`config.mk`:
```
export PLATFORM = sky130hd
export DESIGN_NAME = fetch_buffer
export DESIGN_NICKNAME = d
export VERILOG_FILES = /design/src/rtl/fetch_buffer.sv
export SDC_FILE = /design/constraint.sdc
export NUM_CORES = 1
export LEC_CHECK = 0
export ABC_AREA = 1
export CORE_MARGIN = 10
export CORE_UTILIZATION = 54
export CTS_CLUSTER_SIZE = 30
export DETAILED_ROUTE_END_ITERATION = 8
export PLACE_DENSITY = 0.83
export SLEW_MARGIN = 20
export SYNTH_ARGS = -nofsm -noshare
export SYNTH_HDL_FRONTEND = slang
export SYNTH_SLANG_ARGS = --single-unit
```
`constraint.sdc`:
```
create_clock -name clk -period 4.8 [get_ports clk]
set_clock_uncertainty 0.1 [all_clocks]
set_input_delay 0.72 -clock clk [delete_from_list [all_inputs] [get_ports clk]]
set_output_delay 0.72 -clock clk [all_outputs]
set_load 0.03 [all_outputs]
```
`src/rtl/fetch_buffer.sv`:
```
// Fetch buffer: issues PC-register addresses to instruction memory and queues the
// in-order responses with their PCs for decode, dropping stale fetches on redirect.
module fetch_buffer #(
    parameter int DBITS   = 32,
    parameter int DEPTH   = 4,
    parameter int PTRBITS = 2
) (
    input  logic             clk,
    input  logic             reset,
    input  logic [DBITS-1:0] pcIn,
    input  logic             pcValid,
    output logic             pcAdvance,
    input  logic             flush,
    output logic             imemReq,
    output logic [DBITS-1:0] imemAddr,
    input  logic             imemAck,
    input  logic             imemRspValid,
    input  logic [DBITS-1:0] imemRspData,
    output logic             instValid,
    output logic [DBITS-1:0] instOut,
    output logic [DBITS-1:0] instPc,
    input  logic             instReady
);

    localparam int PW = PTRBITS + 1;
    typedef logic [PW-1:0] ptr_t;
    localparam logic [PW:0] DEPTH_W = (PW + 1)'(DEPTH);
    localparam ptr_t        ONE     = ptr_t'(1);

    ptr_t head_q, head_d;
    ptr_t fill_q, fill_d;
    ptr_t tail_q, tail_d;
    ptr_t drop_q, drop_d;

    logic [DBITS-1:0] pc_q   [DEPTH];
    logic [DBITS-1:0] inst_q [DEPTH];

    ptr_t          occ;
    ptr_t          pending;
    logic [PW:0]   budget;
    logic          accept;
    logic          pop;
    logic          rsp_fill;
    logic [PTRBITS-1:0] head_idx;
    logic [PTRBITS-1:0] fill_idx;
    logic [PTRBITS-1:0] tail_idx;

    assign occ      = tail_q - head_q;
    assign pending  = tail_q - fill_q;
    assign budget   = {1'b0, occ} + {1'b0, drop_q};
    assign head_idx = head_q[PTRBITS-1:0];
    assign fill_idx = fill_q[PTRBITS-1:0];
    assign tail_idx = tail_q[PTRBITS-1:0];

    // Issue side: dropped-but-outstanding fetches still hold a memory slot.
    assign imemReq   = reset && pcValid && !flush && (budget < DEPTH_W);
    assign imemAddr  = pcIn;
    assign accept    = imemReq && imemAck;
    assign pcAdvance = accept;

    assign instValid = reset && (fill_q != head_q);
    assign pop       = instValid && instReady && !flush;
    assign instOut   = inst_q[head_idx];
    assign instPc    = pc_q[head_idx];

    always_comb begin
        drop_d   = drop_q;
        rsp_fill = 1'b0;
        if (flush) begin
            // A response arriving during the flush belongs to the old stream.
            drop_d = drop_q + pending;
            if (imemRspValid && (drop_d != '0)) begin
                drop_d = drop_d - ONE;
            end
        end else if (imemRspValid) begin
            if (drop_q != '0) begin
                drop_d = drop_q - ONE;
            end else if (pending != '0) begin
                rsp_fill = 1'b1;
            end
        end
    end

    always_comb begin
        head_d = head_q;
        fill_d = fill_q;
        tail_d = tail_q;
        if (flush) begin
            head_d = tail_q;
            fill_d = tail_q;
        end else begin
            if (accept)   tail_d = tail_q + ONE;
            if (rsp_fill) fill_d = fill_q + ONE;
            if (pop)      head_d = head_q + ONE;
        end
    end

    always_ff @(posedge clk) begin
        if (!reset) begin
            head_q <= '0;
            fill_q <= '0;
            tail_q <= '0;
            drop_q <= '0;
        end else begin
            head_q <= head_d;
            fill_q <= fill_d;
            tail_q <= tail_d;
            drop_q <= drop_d;
        end
    end

    // Entry storage carries no reset; validity lives entirely in the pointers.
    always_ff @(posedge clk) begin
        if (accept) begin
            pc_q[tail_idx] <= pcIn;
        end
        if (reset && rsp_fill) begin
            inst_q[fill_idx] <= imemRspData;
        end
    end

    a_budget : assert property (@(posedge clk) disable iff (!reset) budget <= DEPTH_W);
    a_rsp_expected : assert property (@(posedge clk) disable iff (!reset)
        imemRspValid |-> ((drop_q != '0) || (pending != '0)));

endmodule
```
==> results_dict.tcl, run 1 <==
set metrics [dict create \
    finalSetupTns_ps 0 \
    synth_cell_types 27 \
    synth_area_per_cell_um2 13.1 \
    rsz0062_at_grt "no" \
    combPwrFrac_pct 13.3 \
    switching_share_pct 23.5 \
    status "finished, final reports clean" \
    drtIter0Drc 466 \
    fp.dieW_um 162 \
    stdcell_count 1250 \
    relSlewSlack_pct 26.3 \
    antenna_found_initial 0 \
    grt_use_met2_pct 31.6 \
    cts_buffers 27 \
    netlist_instances 832 \
    synth-seq-cells 270 \
    r2r-end "pc_q[3][4]" \
    vias 6836 \
    ant_nets 0 \
    start_util_pct 55.3 \
    cts_root_buf "clkbuf_16" \
    grt_overflow 0 \
    wl_per_cell_um 18.6 \
    hold_viol 0 \
    grt_pass1_wl_um 36100 \
    fill_cells 1338 \
    drt_wl_total_um 23300 \
    p_per_area_mw_per_mm2 412 \
    max_slew.worst_pin.slew_ps 1100 \
    io_pins 170 \
    netlist.area_leader.share_pct 70.7 \
    antenna_cells 0 \
    p_int_uw 4280 \
    pwr-share-clk_pct 39.4 \
    layout-drive-gt1-share_pct 7.21 \
    seq_area_frac_synth_pct 73.3 \
    startpoint_type "register" \
    use_met3_pct 3.34 \
    cap_viol_max_count 0 \
    routabilityCongestion 0.852 \
    fmax_ghz 0.230 \
    path_class "reg2out" \
    dieArea_mm2 0.0262 \
    drv_slew 0 \
    crit_path_max_fanout 10 \
    die_h_um 162 \
    setup_viol 0 \
    viasPerCell 5.47 \
    period_minus_slack_ps 4350 \
    syn_area_mm2 0.0109 \
    ir_drop_uv 260 \
    yosysWarnings 0 \
    tritoncts "yes" \
    crit_end "pcAdvance" \
    hp-class "reg2reg" \
    clk_pin_slew_worst_paths_ps 60 \
    regToRegSetupSlack_ps 1470 \
    grt_usage_pct 17.1 \
    critPathRequiredTime_ps 3980 \
    cp.arrival_ps 3530 \
    hold_path_depth 2 \
    rows 51 \
    worst_setup_path_end_kind "output port" \
    yosys.area.top_type "edfxtp_1" \
    clk_latency_ps 510 \
    portBuffers 169 \
    hold_buffers 0 \
    final_nets 1057 \
    p_leak_uw 0.00462 \
    pwr-share-seq_pct 47.3 \
    cts_max_level 1 \
    post_cts_resize_count 0 \
    worstRegToRegCells 11 \
    crit_path_start "tail_q[0]" \
    dp_hpwl_um 14100 \
    clk_path_buf_depth 3 \
    dr.pass1.iters 5 \
    placed_cells 1201 \
    grt_max_degree 87 \
    cts_setup_buffers 0 \
    drc 0 \
    ys_top_cells_by_area "edfxtp_1 (71%), o21ai_0 (6.4%), nor2_1 (4.9%)" \
    first_global_vias 6997 \
    power_switching_uw 1310 \
    met1_usage_pct 20.1 \
    grt-busiest-layer "met2" \
    clock-sinks 270 \
    core-area_mm2 0.0197 \
    area_delta_synth_final_pct 24.9 \
    synthesis.nets 924 \
    reg2reg_from "tail_q[0]" \
    timing.final.crit_share_pct 90.6 \
]
==> cell families after synthesis <==
logic type                 after synthesis  synth area share [%]
DFF                                    270                  73.3
AOI/OAI and AO/OA                      217                  10.8
and+or+nand+nor                        203                  7.44
buffers and inverters                  113                  5.18
adders and majority gates               21                  2.63
xor gates and xnor gates                 8                 0.645
==> area by class of cell <==
cell class | count | area (um2) | share of cell area, %
Inverter | 37 | 140 | 1.03
Sequential cell | 270 | 7970 | 58.7
Tap cell | 265 | 332 | 2.44
Timing Repair Buffer | 180 | 1790 | 13.2
Clock buffer | 35 | 716 | 5.27
Clock inverter | 14 | 233 | 1.71
Multi-Input combinational cell | 449 | 2390 | 17.6
==> worst max-delay path, stage by stage (launching register included) <==
cell             delay (ps)
dfxtp_1                 340
inv_1                   160
ha_1                    180
inv_1                    50
fa_1                    370
xnor2_1                 180
xor2_1                  170
ha_1                    260
nor3_1                  300
nand3_4                 250
inv_1                   100
clkdlybuf4s50_1         670
==> through the flow <==
stage | hold slack [ps] | setup slack [ps] | utilization [%] | total power [uW] | cell area [um2]
floorplan | 411 | 849 | - | 3140 | 10900
global placement | 437 | 1000 | 64.2 | 3430 | 12600
detailed placement | 444 | 988 | 64.2 | 3440 | 12600
CTS | 455 | 422 | 69.1 | 5620 | 13600
global route | 476 | 145 | 69.1 | 5810 | 13600
finish | 459 | 450 | 69.1 | 5590 | 13600
==> power by group through the flow <==
stage          Sequential (uW)  Combinational (uW)  Clock [uW]
2_1_floorplan             2680                 457           0
3_3_place_gp              2690                 733           0
3_5_place_dp              2690                 748           0
4_1_cts                   2640                 753        2230
5_1_grt                   2650                 818        2350
6_report                  2640                 746        2200
==> layer usage <==
metal / wire length (um) / vias up
li1: - / 3257
met4: 320 / 0
met3: 1600 / 35
met5: 0 / -
met1: 9100 / 3279
met2: 12300 / 265
==> state kept, by name, indices dropped and copies added (netlist names), named ones only <==
| signal | flops |
|---|---|
| inst_q | 128 |
| pc_q | 128 |
| drop_q | 3 |
| fill_q | 3 |
| head_q | 3 |
| tail_q | 3 |
==> synth_stat cells (all sizes together) <==
library cell    n
o22ai          64
clkbuf         29
dfxtp          14
buf            47
nand4           1
fa              3
nor4            1
a21oi          13
nor3            2
nand3          11
or2             2
nand2          41
nor2          145
inv            37
edfxtp        256
xor2            4
o21ai         139
xnor2           4
a21o            1
ha             18
==> worst min-delay path by stage <==
stage | from | to | slack (ps)
3_5_place_dp | fill_q[2] | fill_q[2] | 440
6_report | fill_q[2] | fill_q[2] | 460
2_1_floorplan | fill_q[2] | fill_q[2] | 410
5_1_grt | fill_q[2] | fill_q[2] | 480
3_3_place_gp | fill_q[2] | fill_q[2] | 440
4_1_cts | fill_q[2] | fill_q[2] | 460
==> layout by cell type, fill, tap and decap left out, types with 2 or more instances in the layout <==
cell type        Yosys  layout
clkinv_4             0       2
bufinv_16            0       6
xnor2_1              4       4
nand3_1             10      10
a21oi_1             13      13
dfxtp_1             14      12
xor2_1               4       4
nor2_4               0       8
ha_1                18      18
inv_2                4       3
nor2_1             143     136
o21ai_0            138     138
o22ai_1             64      64
nand2_1             40      40
clkbuf_16            0      27
edfxtp_1           256     256
inv_1               33      33
nor3_1               2       2
clkdlybuf4s50_1      0     169
buf_4               32      10
clkinv_2             0       4
clkbuf_1            29       7
fa_1                 3       3
(Power assumes the default switching activity.)
==> run 2: changes to the inputs <==
Settings changed: ABC_AREA 1 to not set, CORE_UTILIZATION 54 to 53, PLACE_DENSITY 0.83 to 0.82.
==> run 2 against run 1 <==
  * Final cell count down 26%
  * Via count down 25%
  * Largest cell class unchanged
  * Non-clock buffer count down 6
  * Clock power down 18%
  * Core utilization down 2.1 points
  * Sequential share of layout area up 2.0 points
  * Combinational power down 2%
  * Maximum frequency down 0.90%
==> results_dict.tcl, run 2 <==
set metrics [dict create \
    status "finished, final reports clean" \
    ant_nets 0 \
    first_global_vias 5631 \
    reg2reg_from "tail_q[0]" \
    tritoncts "yes" \
    synth_area_per_cell_um2 21.7 \
    synth-seq-cells 270 \
    final_nets 735 \
    max_stage_delay_ps 730 \
    synthesis.nets 581 \
    most-common-layout-cells "edfxtp_1 (256), clkdlybuf4s50_1 (169), mux4_2 (64), clkbuf_16 (26), ha_1 (18)" \
    crit_path_start "tail_q[0]" \
    seq_area_frac_synth_pct 75.2 \
    path_class "reg2out" \
    p_leak_uw 0.00424 \
    grt_usage_pct 16.3 \
    cts_root_buf "clkbuf_16" \
    hold_viol 0 \
    vias 5156 \
    drv_slew 0 \
    viasPerCell 5.56 \
    syn_area_mm2 0.0106 \
    grt_max_degree 65 \
    yosys.area.top_type "edfxtp_1" \
    hold_buffers 0 \
    hp-class "reg2reg" \
    netlist.area_leader.share_pct 72.6 \
    dp_hpwl_um 13800 \
    path_cells "inv_1 -> ha_1 -> inv_1 -> fa_1 -> xor2_1 -> xnor2_1 -> ha_1 -> nor4b_2 -> and4b_1 -> clkdlybuf4s50_1" \
    drc 0 \
    critPathBufInv 3 \
    startpoint_type "register" \
    netlist_instances 489 \
    worst_setup_path_end_kind "output port" \
    rows 51 \
    die_h_um 161 \
    crit_end "pcAdvance" \
    grt_pass1_wl_um 33300 \
    grt_overflow 0 \
    crit_cells 10 \
    critPathRequiredTime_ps 3980 \
    start_util_pct 54.1 \
    synth.most_common_cell "edfxtp_1" \
    synthTopCellsByCount "edfxtp_1 (256), mux4_2 (64), buf_4 (32)" \
    max_slew.worst_pin.slew_ps 940 \
    core-area_mm2 0.0196 \
    fmax_ghz 0.228 \
    cap_viol_max_count 0 \
    cts_max_level 1 \
    synth-edff-count 256 \
    layout-drive-gt1-share_pct 18.4 \
    ir_drop_uv 235 \
    final_core_util_pct 67.0 \
    r2r-end "pc_q[3][21]" \
    cp_slowest_cell "clkdlybuf4s50_1" \
    mostFrequentLayoutCell "edfxtp_1" \
    drtIter0Drc 307 \
    p_per_area_mw_per_mm2 398 \
    wl_per_cell_um 23.5 \
    cp.arrival_ps 3570 \
    crit_path_max_fanout 7 \
    period_minus_slack_ps 4390 \
    timing.final.crit_share_pct 91.4 \
    fp.dieW_um 161 \
    cpLargestDelayFamily "buffers and inverters" \
    rsz0062_at_grt "no" \
    io_pins 170 \
    portBuffers 169 \
    worstRegToRegCells 10 \
    dp_slack_ps 930 \
    cts_buffers 26 \
    regToRegSetupSlack_ps 1180 \
    routabilityCongestion 0.868 \
    area_delta_synth_final_pct 24.0 \
    clk_pin_slew_worst_paths_ps 70 \
    ys_top_cells_by_area "edfxtp_1 (73%), mux4_2 (14%), dfxtp_1 (2.6%)" \
    clock-sinks 270 \
    dr.pass1.iters 4 \
    synthFlopType "edfxtp_1" \
    clk_path_buf_depth 3 \
    antenna_found_initial 0 \
    antenna_cells 0 \
    relSlewSlack_pct 37.3 \
    yosysWarnings 0 \
    synth-async-reset-ratio_pct 0 \
    post_cts_resize_count 0 \
    setup_slack_ps 411 \
    cts_setup_buffers 0 \
    synth_cell_types 39 \
    largestRegisters "inst_q x128, pc_q x128" \
    drt_wl_total_um 21800 \
    finalSetupTns_ps 0 \
    dieArea_mm2 0.0260 \
    clk_latency_ps 520 \
    setup_viol 0 \
]
==> run 2: layer usage <==
metal  GRT usage (%)  wire length, um  share of wire [%]
met5               0                0                  0
met4            4.22              367                1.7
met3            3.05             1090                5.0
met2            29.0            11700                 54
met1            20.2             8580                 39
==> run 2: layout make-up <==
cell class	instances	area, um2
inverter	15	56.3
multi-input combinational	156	2260
tap	265	332
timing repair buffer	174	1740
clock buffer	31	669
clock inverter	16	93.8
sequential	270	7980
fill	1221	6460
==> run 2: worst min-delay path by stage <==
stage | startpoint | slack (ps) | end | cells past startpoint
finish | fill_q[1] | 460 | fill_q[1] | 2
global route | fill_q[1] | 490 | fill_q[1] | 2
CTS | fill_q[1] | 460 | fill_q[1] | 2
detailed placement | fill_q[1] | 460 | fill_q[1] | 2
global placement | tail_q[2] | 420 | tail_q[2] | 1
floorplan | tail_q[2] | 380 | tail_q[2] | 1
==> run 2: cell families after synthesis <==
logic type | synth area share, %
and+or+nand+nor | 1.99
muxes | 13.8
adders and majority gates | 2.69
buffers and inverters | 3.47
DFF | 75.2
AOI/OAI and AO/OA | 1.50
xor gates and xnor gates | 1.30
==> run 2: through the flow <==
stage	hold slack, ps	area (um2)	power, uW	cells
floorplan	381	10600	3180	489
global placement	421	12400	3440	880
detailed placement	455	12400	3470	880
CTS	464	13100	5270	927
global route	488	13100	5420	927
finish	459	13100	5230	927
==> run 2: report_power, final <==
part / total, uW / internal [uW] / switching (uW)
clock: 1810 / 998 / 814
combinational: 732 / 349 / 383
sequential: 2680 / 2630 / 57.5
total: 5230 / 3970 / 1250
==> run 2: worst reg2reg max path: stages (launching register included) <==
cell,delay [ps]
dfxtp_1,370
inv_1,140
ha_1,160
inv_1,50
fa_1,370
xor2_1,160
xnor2_1,140
ha_1,290
nor4b_2,270
and4b_1,370
and2_2,800
==> run 3: changes to the inputs <==
Settings changed: CORE_ASPECT_RATIO set to 1.2, CORE_MARGIN 10 to not set.
==> run 3 against run 2 <==
  * Worst setup slack got worse by 20 ps
  * Die area down 21%
  * Design area is 0.31% higher
  * Worst hold slack got worse by 28 ps
  * Critical path depth unchanged
  * Via count decreased by 1.0%
  * Largest cell class unchanged
  * Largest power group unchanged
==> results_dict.tcl, run 3 (synthesized netlist as in run 2, its figures left out) <==
set metrics [dict create \
    timing.final.crit_share_pct 91.9 \
    worst_setup_path_end_kind "output port" \
    hold_viol 0 \
    combPwrFrac_pct 13.6 \
    pwr-share-clk_pct 36.6 \
    worstRegToRegCells 10 \
    viasPerCell 5.55 \
    final_nets 731 \
    drc 0 \
    grt-busiest-layer "met2" \
    dp_slack_ps 902 \
    dieArea_mm2 0.0206 \
    fp.dieW_um 131 \
    max_stage_delay_ps 730 \
    cts_setup_buffers 0 \
    tritoncts "yes" \
    cts_max_level 1 \
    power_switching_uw 1250 \
    switching_share_pct 23.2 \
    routabilityCongestion 0.863 \
    antenna_found_initial 1 \
    fmax_ghz 0.227 \
    grt_overflow 0 \
    dp_hpwl_um 12000 \
    cts_root_buf "clkbuf_16" \
    min_from "tail_q[2]" \
    startpoint_type "register" \
    grt_usage_pct 19.3 \
    grt_use_met2_pct 32.9 \
    grt_max_degree 65 \
    grt_pass1_wl_um 29500 \
    relSlewSlack_pct 36.0 \
    p_leak_uw 0.00426 \
    cts_buffers 26 \
    layout-drive-gt1-share_pct 18.5 \
    p_per_area_mw_per_mm2 409 \
    vias 5102 \
    mostFrequentLayoutCell "edfxtp_1" \
    dr.pass1.iters 6 \
    hp-class "reg2reg" \
    period_minus_slack_ps 4410 \
    crit_path_max_fanout 7 \
    cp_slowest_cell "clkdlybuf4s50_1" \
    crit_path_start "tail_q[0]" \
    finalSetupTns_ps 0 \
    hold_buffers 0 \
    path_class "reg2out" \
    setup_viol 0 \
    reg2reg_from "tail_q[0]" \
    use_met3_pct 3.73 \
    cp.arrival_ps 3590 \
    ir_drop_uv 312 \
    clk_pin_slew_worst_paths_ps 60 \
    critPathBufInv 3 \
    drt_wl_total_um 19200 \
    path_cells "inv_1 -> ha_1 -> inv_1 -> fa_1 -> xor2_1 -> xnor2_1 -> ha_1 -> nor4b_2 -> and4b_1 -> clkdlybuf4s50_1" \
    drv_slew 0 \
    critPathRequiredTime_ps 3980 \
    most-common-layout-cells "edfxtp_1 (256), clkdlybuf4s50_1 (169), mux4_2 (64), clkbuf_16 (26), ha_1 (18)" \
    area_delta_synth_final_pct 24.4 \
    clk_latency_ps 510 \
    cap_viol_max_count 0 \
    clock-sinks 270 \
    pwr-share-seq_pct 49.8 \
    first_global_vias 5427 \
    met1_usage_pct 25.3 \
    wl_per_cell_um 20.9 \
    clk_path_buf_depth 3 \
    crit_cells 10 \
    largestRegisters "inst_q x128, pc_q x128" \
    die_h_um 157 \
    ant_nets 0 \
    fill_cells 1189 \
    start_util_pct 54.2 \
    post_cts_resize_count 0 \
    status "finished, final reports clean" \
    setup_slack_ps 391 \
    max_slew.worst_pin.slew_ps 960 \
    portBuffers 169 \
    rsz0062_at_grt "no" \
    hold_path_depth 1 \
    p_int_uw 4130 \
    core-area_mm2 0.0195 \
    antenna_cells 0 \
    drtIter0Drc 322 \
    io_pins 170 \
    rows 56 \
    cpLargestDelayFamily "buffers and inverters" \
]
[run 3: power groups by stage]
stage / Combinational (uW) / Sequential [uW] / Clock (uW)
after global routing: 788 / 2690 / 2100
after global placement: 703 / 2730 / 0
after CTS: 739 / 2680 / 2010
final: 733 / 2680 / 1970
after floorplan: 485 / 2700 / 0
after detailed placement: 734 / 2730 / 0
[run 3: final timing paths]
kind / to / slack [ps]
setup reg to reg: pc_q[3][6] / 1150
hold reg to reg: tail_q[2] / 430
setup / recovery: pcAdvance / 390
hold / removal: tail_q[2] / 430
[run 3: metal layers]
| layer | part of all wire (%) | wire (um) |
|---|---|---|
| met1 | 41 | 7890 |
| met2 | 51 | 9790 |
| met3 | 6.1 | 1160 |
| met4 | 1.7 | 333 |
| met5 | 0 | 0 |
[run 3: cell type report]
class / count / area, um2 / share of cell area [%]
multi-input combinational: 156 / 2260 / 17.2
clock inverter: 16 / 165 / 1.25
inverter: 15 / 56.3 / 0.428
clock buffer: 31 / 669 / 5.08
tap: 261 / 327 / 2.48
timing repair buffer: 170 / 1710 / 13.0
sequential: 270 / 7980 / 60.6
[run 3: per-stage QoR]
step	hold slack, ps	instances	total power, uW	instance area [um2]	utilization (%)
5_1_grt	468	919	5580	13200	67.4
3_3_place_gp	414	872	3430	12300	63.1
3_5_place_dp	423	872	3470	12300	63.1
4_1_cts	437	919	5430	13200	67.4
6_report	431	919	5380	13200	67.4
2_1_floorplan	381	489	3180	10600	-
